[src/rtl/afe_inj_seq_pkg.sv]
// Shared types and default widths for the AFE injection sequencer and
// its comparator synchroniser.
package afe_inj_seq_pkg;

  localparam int DEF_CFG_W   = 8;
  localparam int DEF_CNT_W   = 8;
  localparam int DEF_TOT_W   = 8;
  localparam int SYNC_STAGES = 2;

  typedef enum logic [1:0] {
    ST_IDLE     = 2'd0,
    ST_PULSE_HI = 2'd1,
    ST_PULSE_LO = 2'd2,
    ST_FINISH   = 2'd3
  } seq_state_e;

endpackage

[src/rtl/afe_inj_seq_if.sv]
// Control/configuration and AFE pin bundle between the register block
// (master) and the injection sequencer (slave).
interface afe_inj_seq_if
  import afe_inj_seq_pkg::*;
#(
  parameter int CFG_W = DEF_CFG_W,
  parameter int CNT_W = DEF_CNT_W,
  parameter int TOT_W = DEF_TOT_W
);

  logic             start;
  logic             abort;
  logic [CFG_W-1:0] n_inj;
  logic [CFG_W-1:0] inj_high;
  logic [CFG_W-1:0] inj_period;
  logic             comp;
  logic             inj;
  logic             hit;
  logic             busy;
  logic             done;
  logic [CNT_W-1:0] hit_cnt;
  logic [TOT_W-1:0] tot;
  logic             tot_valid;

  modport master (
    output start, abort, n_inj, inj_high, inj_period, comp,
    input  inj, hit, busy, done, hit_cnt, tot, tot_valid
  );

  modport slave (
    input  start, abort, n_inj, inj_high, inj_period, comp,
    output inj, hit, busy, done, hit_cnt, tot, tot_valid
  );

endinterface

[src/rtl/afe_comp_sync.sv]
// Brings the asynchronous comparator output into the clock domain and
// derives its level plus single-cycle rise/fall strobes.
module afe_comp_sync
  import afe_inj_seq_pkg::*;
(
  input  logic i_clk,
  input  logic i_rst,
  input  logic i_async,
  output logic o_level,
  output logic o_rise,
  output logic o_fall
);

  logic [SYNC_STAGES-1:0] r_sync;
  logic                   r_hist;

  // Synchroniser chain; the extra history flop gives edge detection.
  always_ff @(posedge i_clk) begin
    if (i_rst) begin
      r_sync <= '0;
      r_hist <= 1'b0;
    end else begin
      r_sync <= {r_sync[SYNC_STAGES-2:0], i_async};
      r_hist <= r_sync[SYNC_STAGES-1];
    end
  end

  assign o_level = r_sync[SYNC_STAGES-1];
  assign o_rise  = r_sync[SYNC_STAGES-1] & ~r_hist;
  assign o_fall  = ~r_sync[SYNC_STAGES-1] & r_hist;

endmodule

[src/rtl/afe_inj_seq.sv]
// Charge-injection sequencer: issues a latched train of INJ pulses and
// counts/measures the synchronised comparator response.
module afe_inj_seq
  import afe_inj_seq_pkg::*;
#(
  parameter int CNT_W = DEF_CNT_W,
  parameter int TOT_W = DEF_TOT_W,
  parameter int CFG_W = DEF_CFG_W
) (
  input  logic         i_clk,
  input  logic         i_rst,
  afe_inj_seq_if.slave io_bus
);

  seq_state_e       r_state;
  seq_state_e       w_state_nxt;
  logic [CFG_W-1:0] r_n_inj;
  logic [CFG_W-1:0] r_hi;
  logic [CFG_W-1:0] r_lo;
  logic [CFG_W-1:0] r_tcnt;
  logic [CFG_W-1:0] r_pcnt;
  logic [CFG_W-1:0] w_tcnt_nxt;
  logic [CFG_W-1:0] w_pcnt_nxt;
  logic [CFG_W-1:0] w_hi_eff;
  logic [CFG_W-1:0] w_lo_eff;
  logic             r_start_pend;
  logic             w_pend_nxt;
  logic             w_latch;
  logic             w_clr_cnt;
  logic             r_inj;
  logic             r_busy;
  logic             r_done;
  logic             w_inj_nxt;
  logic             w_busy_nxt;
  logic             w_done_nxt;
  logic             r_hit;
  logic [CNT_W-1:0] r_hit_cnt;
  logic [TOT_W-1:0] r_tot_cnt;
  logic [TOT_W-1:0] r_tot;
  logic             r_tot_valid;
  logic             w_level;
  logic             w_rise;
  logic             w_fall;

  afe_comp_sync u_comp_sync (
    .i_clk   (i_clk),
    .i_rst   (i_rst),
    .i_async (io_bus.comp),
    .o_level (w_level),
    .o_rise  (w_rise),
    .o_fall  (w_fall)
  );

  // Effective timing: high time at least 1, low time at least 1.
  always_comb begin
    w_hi_eff = io_bus.inj_high;
    w_lo_eff = CFG_W'(1);
    if (io_bus.inj_high == '0) begin
      w_hi_eff = CFG_W'(1);
    end else begin
      w_hi_eff = io_bus.inj_high;
    end
    if (io_bus.inj_period > w_hi_eff) begin
      w_lo_eff = io_bus.inj_period - w_hi_eff;
    end else begin
      w_lo_eff = CFG_W'(1);
    end
  end

  // Next-state and next-output logic; ABORT overrides every state.
  always_comb begin
    w_state_nxt = r_state;
    w_tcnt_nxt  = r_tcnt;
    w_pcnt_nxt  = r_pcnt;
    w_inj_nxt   = 1'b0;
    w_busy_nxt  = 1'b0;
    w_done_nxt  = 1'b0;
    w_pend_nxt  = 1'b0;
    w_latch     = 1'b0;
    w_clr_cnt   = 1'b0;
    if (io_bus.abort) begin
      w_state_nxt = ST_IDLE;
    end else begin
      case (r_state)
        ST_IDLE: begin
          if (r_start_pend) begin
            w_clr_cnt = 1'b1;
            if (r_n_inj == '0) begin
              w_done_nxt = 1'b1;
            end else begin
              w_state_nxt = ST_PULSE_HI;
              w_inj_nxt   = 1'b1;
              w_busy_nxt  = 1'b1;
              w_tcnt_nxt  = CFG_W'(1);
              w_pcnt_nxt  = CFG_W'(1);
            end
          end else if (io_bus.start) begin
            w_pend_nxt = 1'b1;
            w_latch    = 1'b1;
          end else begin
            w_state_nxt = ST_IDLE;
          end
        end
        ST_PULSE_HI: begin
          w_busy_nxt = 1'b1;
          if (r_tcnt >= r_hi) begin
            w_state_nxt = ST_PULSE_LO;
            w_tcnt_nxt  = CFG_W'(1);
          end else begin
            w_inj_nxt  = 1'b1;
            w_tcnt_nxt = r_tcnt + CFG_W'(1);
          end
        end
        ST_PULSE_LO: begin
          if (r_tcnt < r_lo) begin
            w_busy_nxt = 1'b1;
            w_tcnt_nxt = r_tcnt + CFG_W'(1);
          end else if (r_pcnt < r_n_inj) begin
            w_state_nxt = ST_PULSE_HI;
            w_inj_nxt   = 1'b1;
            w_busy_nxt  = 1'b1;
            w_tcnt_nxt  = CFG_W'(1);
            w_pcnt_nxt  = r_pcnt + CFG_W'(1);
          end else begin
            w_state_nxt = ST_FINISH;
            w_done_nxt  = 1'b1;
          end
        end
        ST_FINISH: begin
          w_state_nxt = ST_IDLE;
        end
        default: begin
          w_state_nxt = ST_IDLE;
        end
      endcase
    end
  end

  // Sequencer state, phase counters, latched configuration and pin outputs.
  always_ff @(posedge i_clk) begin
    if (i_rst) begin
      r_state      <= ST_IDLE;
      r_tcnt       <= '0;
      r_pcnt       <= '0;
      r_start_pend <= 1'b0;
      r_n_inj      <= '0;
      r_hi         <= '0;
      r_lo         <= '0;
      r_inj        <= 1'b0;
      r_busy       <= 1'b0;
      r_done       <= 1'b0;
    end else begin
      r_state      <= w_state_nxt;
      r_tcnt       <= w_tcnt_nxt;
      r_pcnt       <= w_pcnt_nxt;
      r_start_pend <= w_pend_nxt;
      r_inj        <= w_inj_nxt;
      r_busy       <= w_busy_nxt;
      r_done       <= w_done_nxt;
      if (w_latch) begin
        r_n_inj <= io_bus.n_inj;
        r_hi    <= w_hi_eff;
        r_lo    <= w_lo_eff;
      end
    end
  end

  // Hit counting is gated by BUSY; ToT measurement runs regardless of the run.
  always_ff @(posedge i_clk) begin
    if (i_rst) begin
      r_hit       <= 1'b0;
      r_hit_cnt   <= '0;
      r_tot_cnt   <= '0;
      r_tot       <= '0;
      r_tot_valid <= 1'b0;
    end else begin
      r_hit <= w_rise & r_busy;
      if (w_clr_cnt) begin
        r_hit_cnt <= '0;
      end else if (w_rise && r_busy && (r_hit_cnt != '1)) begin
        r_hit_cnt <= r_hit_cnt + CNT_W'(1);
      end else begin
        r_hit_cnt <= r_hit_cnt;
      end
      if (w_rise) begin
        r_tot_cnt <= TOT_W'(1);
      end else if (w_level && (r_tot_cnt != '1)) begin
        r_tot_cnt <= r_tot_cnt + TOT_W'(1);
      end else begin
        r_tot_cnt <= r_tot_cnt;
      end
      if (w_fall) begin
        r_tot       <= r_tot_cnt;
        r_tot_valid <= 1'b1;
      end else begin
        r_tot_valid <= 1'b0;
      end
    end
  end

  assign io_bus.inj       = r_inj;
  assign io_bus.hit       = r_hit;
  assign io_bus.busy      = r_busy;
  assign io_bus.done      = r_done;
  assign io_bus.hit_cnt   = r_hit_cnt;
  assign io_bus.tot       = r_tot;
  assign io_bus.tot_valid = r_tot_valid;

endmodule
[src/flat_wrapper.sv]
// flat-port wrapper written by rule: the top's interface ports become plain ports
module afe_inj_seq_flat import afe_inj_seq_pkg::*;
#(
  parameter int CNT_W = DEF_CNT_W,
  parameter int TOT_W = DEF_TOT_W,
  parameter int CFG_W = DEF_CFG_W
)
  (i_clk, i_rst, io_bus_start, io_bus_abort, io_bus_n_inj, io_bus_inj_high, io_bus_inj_period, io_bus_comp, io_bus_inj, io_bus_hit, io_bus_busy, io_bus_done, io_bus_hit_cnt, io_bus_tot, io_bus_tot_valid);
  afe_inj_seq_if #(.CFG_W(CFG_W), .CNT_W(CNT_W), .TOT_W(TOT_W)) io_bus_i ();
  input  logic i_clk;
  input  logic i_rst;
  input wire logic [$bits(io_bus_i.start)-1:0] io_bus_start;
  input wire logic [$bits(io_bus_i.abort)-1:0] io_bus_abort;
  input wire logic [$bits(io_bus_i.n_inj)-1:0] io_bus_n_inj;
  input wire logic [$bits(io_bus_i.inj_high)-1:0] io_bus_inj_high;
  input wire logic [$bits(io_bus_i.inj_period)-1:0] io_bus_inj_period;
  input wire logic [$bits(io_bus_i.comp)-1:0] io_bus_comp;
  output wire logic [$bits(io_bus_i.inj)-1:0] io_bus_inj;
  output wire logic [$bits(io_bus_i.hit)-1:0] io_bus_hit;
  output wire logic [$bits(io_bus_i.busy)-1:0] io_bus_busy;
  output wire logic [$bits(io_bus_i.done)-1:0] io_bus_done;
  output wire logic [$bits(io_bus_i.hit_cnt)-1:0] io_bus_hit_cnt;
  output wire logic [$bits(io_bus_i.tot)-1:0] io_bus_tot;
  output wire logic [$bits(io_bus_i.tot_valid)-1:0] io_bus_tot_valid;
  assign io_bus_i.start = io_bus_start;
  assign io_bus_i.abort = io_bus_abort;
  assign io_bus_i.n_inj = io_bus_n_inj;
  assign io_bus_i.inj_high = io_bus_inj_high;
  assign io_bus_i.inj_period = io_bus_inj_period;
  assign io_bus_i.comp = io_bus_comp;
  assign io_bus_inj = io_bus_i.inj;
  assign io_bus_hit = io_bus_i.hit;
  assign io_bus_busy = io_bus_i.busy;
  assign io_bus_done = io_bus_i.done;
  assign io_bus_hit_cnt = io_bus_i.hit_cnt;
  assign io_bus_tot = io_bus_i.tot;
  assign io_bus_tot_valid = io_bus_i.tot_valid;
  afe_inj_seq #(.CNT_W(CNT_W), .TOT_W(TOT_W), .CFG_W(CFG_W)) u_core (.i_clk(i_clk), .i_rst(i_rst), .io_bus(io_bus_i));
endmodule
[config.mk]
export PLATFORM = sky130hd
export DESIGN_NAME = afe_inj_seq_flat
export DESIGN_NICKNAME = d
export VERILOG_FILES = /design/src/rtl/afe_inj_seq_pkg.sv /design/src/rtl/afe_inj_seq_if.sv /design/src/rtl/afe_comp_sync.sv /design/src/rtl/afe_inj_seq.sv /design/src/flat_wrapper.sv
export SDC_FILE = /design/constraint.sdc
export NUM_CORES = 1
export LEC_CHECK = 0
export CAP_MARGIN = 10
export CELL_PAD_IN_SITES_DETAIL_PLACEMENT = 0
export CELL_PAD_IN_SITES_GLOBAL_PLACEMENT = 1
export CORE_MARGIN = 2
export CORE_UTILIZATION = 35
export CTS_BUF_LIST = sky130_fd_sc_hd__clkbuf_2
export DETAILED_ROUTE_END_ITERATION = 10
export PLACE_DENSITY = 0.76
export SYNTH_ARGS = -nofsm -noshare
export SYNTH_HDL_FRONTEND = slang
export SYNTH_SLANG_ARGS = --single-unit
[constraint.sdc]
create_clock -name i_clk -period 5.1 [get_ports i_clk]
set_input_delay 0.765 -clock i_clk [delete_from_list [all_inputs] [get_ports i_clk]]
set_output_delay 0.765 -clock i_clk [all_outputs]
set_load 0.02 [all_outputs]
; Yosys cells after proc, flatten, opt, wreduce, memory -nomap -nowiden
; Index checks and enable logic that the tools add are counted.
[op_classes]
n_addsub = 5
multipliers = 0
div = 0
magnitude_cmp = 4
eq_ne = 13
shifts = 0
mux = 41
bitwise_logic = 6
n_reduce_logical = 15
[op_table]
columns = op, count
row1 = 2-to-1 mux 8 bit, 9
row2 = adder 8 x 1 -> 8 bit (second input constant), 4
row3 = one-hot mux 8 bit (3 select lines), 1
row4 = 2-to-1 mux 1 bit, 20
row5 = zero test 8 bit, 2
row6 = less-than comparator 8 bit, 2
row7 = inequality test 8 bit (second input constant), 2
row8 = one-hot mux 8 bit (2 select lines), 1
row9 = 2-to-1 mux 2 bit, 6
row10 = greater-or-equal comparator 8 bit, 1
row11 = > comparator 8 bit, 1
row12 = one-hot mux 2 bit (4 select lines), 1
row13 = subtractor 8 bit, 1
row14 = inequality test 2 x 1 -> 1 bit (second input constant), 3
row15 = one-hot mux 1 bit (3 select lines), 2
row16 = AND reduction 6 bit, 1
row17 = OR reduction 2 bit, 3
row18 = AND reduction 5 bit, 1
row19 = equality test 2 bit (second input constant), 2
row20 = inequality test 2 bit (second input constant), 2
row21 = AND reduction 4 bit, 1
row22 = nonzero test 2 bit, 2
row23 = AND 1 bit, 3
row24 = logical AND 1 bit, 3
row25 = 8 further kinds, 10
[word_totals]
register_bits = 75
latch_bits = 0
ramBits = 0
mem_bits_ro = 0
inputBits = 29
wordCells = 102
n_memories = 0

; Logic depth before layout (Yosys ltp)
[logic_depth]
word_depth = 4
depth_mapped = 11
mapped_depth_nobuf = 11

; Cells and area by module
; Synthesis repeated with hierarchy kept, for this count alone.
[unflattened]
cells_unflattened = 501
area_unflattened_um2 = 4234.1
[modules_own_cells]
columns = module, n_inst, cells_per_inst, area_per_inst_um2, seq_area_each_um2
row1 = afe_inj_seq, 1, 493, 4142.7, 1441.4
row2 = afe_comp_sync, 1, 8, 91.3, 60.1

; Worst setup path before layout
; OpenSTA, ideal clock, no wires.
[synth_timing]
path_kind = input-to-reg
from = in io_bus_inj_high[5]
to = reg u_core.r_lo[6]
setup_ns = 0.128
arrival_ns = 2.806
path_slack_ns = 2.166
stages = 11
path_cell_list = nor4_1 > a41o_1 > ha_1 > inv_1 > fa_1 > a211oi_1 > nor2_1 > o31ai_1 > a21oi_1 > a32oi_1 > nor2_1
[synth_via]
elab_chain_len = 4
word_cells_on_any_way = 5
[synth_lines]
columns = element, line_no
row1 = start: declaration, flat_wrapper.sv:15  ; input wire logic [$bits(io_bus_i.inj_high)-1:0] io_bus_inj_high;
row2 = zero test 8 bit (*), afe_inj_seq.sv:58  ; if (io_bus.inj_high == '0) begin
row3 = 2-to-1 mux 8 bit (*), afe_inj_seq.sv:58
row4 = via u_core.w_hi_eff[0], afe_inj_seq.sv:24  ; logic [CFG_W-1:0] w_hi_eff;
row5 = subtractor 8 bit / > comparator 8 bit (equally long branches), "afe_inj_seq.sv:64, afe_inj_seq.sv:63"
row6 = 2-to-1 mux 8 bit (*), afe_inj_seq.sv:63  ; if (io_bus.inj_period > w_hi_eff) begin
row7 = end signal: assignment, afe_inj_seq.sv:163  ; r_lo <= w_lo_eff;
row8 = end: declaration, afe_inj_seq.sv:19  ; logic [CFG_W-1:0] r_lo;
; Mark *: on every way through the listed nets, which the timed path passes. The rest lies on a longest branch.
; A chain may end at the register's enable or synchronous reset.

; Worst setup path in the final report
[layout_timing]
from = in io_bus_inj_high[4]
to = reg u_core.r_lo[6]
; Same word-level chain as after synthesis.

==> run summary <==
Levels on crit path: 12
Post-Synth XOR/XNOR Area: 3.76%
Max frequency: 0.296 GHz
# Post-CTS Setup Buffers: 0
Starting density of the core: 36.3%
Post-cts resize count: 0
Largest net degree at the start of global routing: 53
Area of the mapped netlist: 4200 um^2
Buf/Inv on CP: 2
Final count of negative-setup-slack endpoints: 0
WS Path Type: input pin to register
Chip height: 114 um
Post-synth top area cell: dfxtp_1
DRT iter0 DRCs: 155
RSZ-0062 raised after global routing: no
Post-synth top area share: 35.8%
RD Place Congestion: 0.849
Synth unique cells: 60
Critical path endpoint category: register
Final WL: 9800 um
First-pass DRT Iterations: 4
Placed Cells incl. Taps: 688
PD cells: 226 nW/um^2
Synth Area in Adders: 12.1%
Final Hold Fails: 0
Pins Over Slew Limit: 0
Clk buf depth: 2
Die Wd: 114 um
Relative slew margins: 35.4%
Status: complete, no violations
Routed wire per std cell: 13.9 um
Multi-input logic area: 2470 um^2
Final HPWL from detailed placement: 7280 um
Port bufs: 49
Worst Hold Launch: u_core.u_comp_sync.r_sync[0]
Crit path DAT: 3770 ps
Post-synth top flop: dfxtp_1
Critical-path cell list: clkdlybuf4s50_1 -> nor4_1 -> a41o_1 -> ha_1 -> inv_1 -> fa_1 -> a211oi_1 -> nor2_1 -> o31ai_1 -> a21oi_1 -> a32oi_1 -> nor2_1
Filler instances: 1,159
Top cells by area, synth: dfxtp_1, ha_1, nand2_1
Fin Hold WS: 466 ps
Layout Cells excl Fill: 705
Drt via density: 5.21
CP max FO: 8
Peak VDD IR: 0.000144 V
Critical Path RT: 5490 ps
Final TNS setup: 0 ps
Largest stage delay, worst path: 470 ps
Grt ovf: 0
Reg2Reg Depth: 8
CP max-delay cell: nor4_1
Min-Delay Path Depth: 1
Final #Nets: 625
DRC viols: 0
Leakage power: 1.86 nW
Num CTS Buffers: 9
Net Count, Synth: 580
Post-Synthesis Cells: 511
Final Skew: 43.0 ps
Die area: 12,900 um^2
Max Cap Viol: 0
Worst-path clk slew: 220 ps
Mux contribution to synthesized area: 0.477%
Initial antenna violation count: 1
Hold_buf cts: 0
Seq cells post-synth: 75
Asr flop ratio synth: 0%
Simple-Gate Fraction of Synth Area: 22.4%
Worst-Skew Late Latency: 550 ps
Min cycle time layout: 3370 ps
Synth Area in Compound Gates: 20.1%
Syn-to-layout area delta: 17.3%
Final worst setup slack: 1730 ps
Largest delay share family, worst path: compound AO/OA/AOI/OAI gates
Vias in the first global route: 3,638
Largest family of logic cells by synthesized area: simple AND/OR/NAND/NOR gates
Num rows: 39
Root Buffer: clkbuf_2
Sequential cell area: 1500 um^2
Core area: 11,600 um^2
GRT Total Usage: 16.2%
Vias: 3,676
CP Launch Point: io_bus_inj_high[4]
First-pass GRT wire length: 17,200 um
Antenna viol nets, final: 0
CTS tree: yes
Post-place setup slack: 1160 ps
Most frequent CP cell: nor2_1
Number of top-level pins: 50
YS warnings: 0
Crit share post-route: 66.2%
Max H-tree Level: 3
Tightest Hold Check Type: register to register
Clk sinks: 75
Worst Tran Pin Value: 965 ps
Avg Synthesized Cell Area: 8.21 um^2
Sequential-to-total area share from yosys stat: 35.8%
Startpoint Class: input pin
Worst r2r src: u_core.r_tcnt[0]
Share of cells above drive strength 1: 4.46%
Number of synthesized flops with an enable pin: 0
## logic make-up after synthesis
group	Yosys count
and+or+nand+nor	198
buffers and inverters	57
muxes	2
DFF	75
xor gates and xnor gates	18
AOI/OAI and AO/OA	121
adders and majority gates	40
## metal layers
metal  global-route usage [%]  share of wire [%]  up-vias  wire (um)
met3                     2.92                4.5        9        443
met4                     6.91                1.1        0        106
li1                         -                  -     1897          -
met1                     22.6                 51     1691       5000
met2                     24.8                 43       79       4260
met5                        0                  0        -          0
## registers in the layout (all words and copies together) (netlist names), 2 cells and up
register,count
u_core.r_state,2
u_core.r_n_inj,8
u_core.r_tcnt,8
u_core.io_bus.hit_cnt,8
u_core.r_pcnt,8
u_core.io_bus.tot,8
u_core.r_hi,8
u_core.r_tot_cnt,8
u_core.u_comp_sync.r_sync,2
u_core.r_lo,8
## cell type report
class                           instances  share of cell area [%]
Sequential cell                        75                    30.5
Multi-Input combinational cell        379                    50.2
Antenna cell                            1                  0.0508
Clock buffer                            9                   0.915
Inverter                               40                    3.05
Tap cell                              143                    3.63
Timing Repair Buffer                   51                    10.2
Clock inverter                          7                    1.50
## report_power, final
group | internal (mW) | leakage [nW] | switching, mW | total, mW
Sequential | 0.600 | 0.607 | 0.00936 | 0.609
Combinational | 0.0695 | 1.17 | 0.0920 | 0.162
Clock | 0.117 | 0.0747 | 0.227 | 0.344
## placed cells by master, fill, tap and decap left out, types with 9 or more instances in the layout
| cell | n |
|---|---|
| a21oi_1 | 38 |
| a31oi_1 | 17 |
| clkbuf_2 | 9 |
| clkdlybuf4s50_1 | 48 |
| dfxtp_1 | 75 |
| ha_1 | 39 |
| inv_1 | 40 |
| nand2_1 | 67 |
| nand2b_1 | 11 |
| nand3_1 | 20 |
| nand4_1 | 9 |
| nor2_1 | 48 |
| xor2_1 | 12 |
## synthesized netlist by cell type, drive strengths merged, types with 9 or more instances
cell type / n
clkbuf: 13
nand4: 9
xor2: 12
nand2: 67
nand2b: 11
ha: 39
a21oi: 39
nand3: 20
inv: 40
nor2: 48
dfxtp: 75
a31oi: 17
o21ai: 10
## per-stage QoR
step | power, mW | cell area, um^2 | util (%)
global placement | 0.778 | 4800 | 41.5
floorplan | 0.725 | 4200 | -
detailed placement | 0.781 | 4800 | 41.5
CTS | 1.13 | 4920 | 42.5
global route | 1.18 | 4920 | 42.6
finish | 1.11 | 4920 | 42.6
## final timing paths
| check | endpoint | slack, ps |
|---|---|---|
| setup / recovery | u_core.r_lo[6] | 1730 |
| setup reg to reg | u_core.r_tcnt[3] | 1940 |
| hold reg to reg | u_core.u_comp_sync.r_sync[1] | 470 |
| hold / removal | u_core.u_comp_sync.r_sync[1] | 470 |
(Power assumes the default switching activity.)
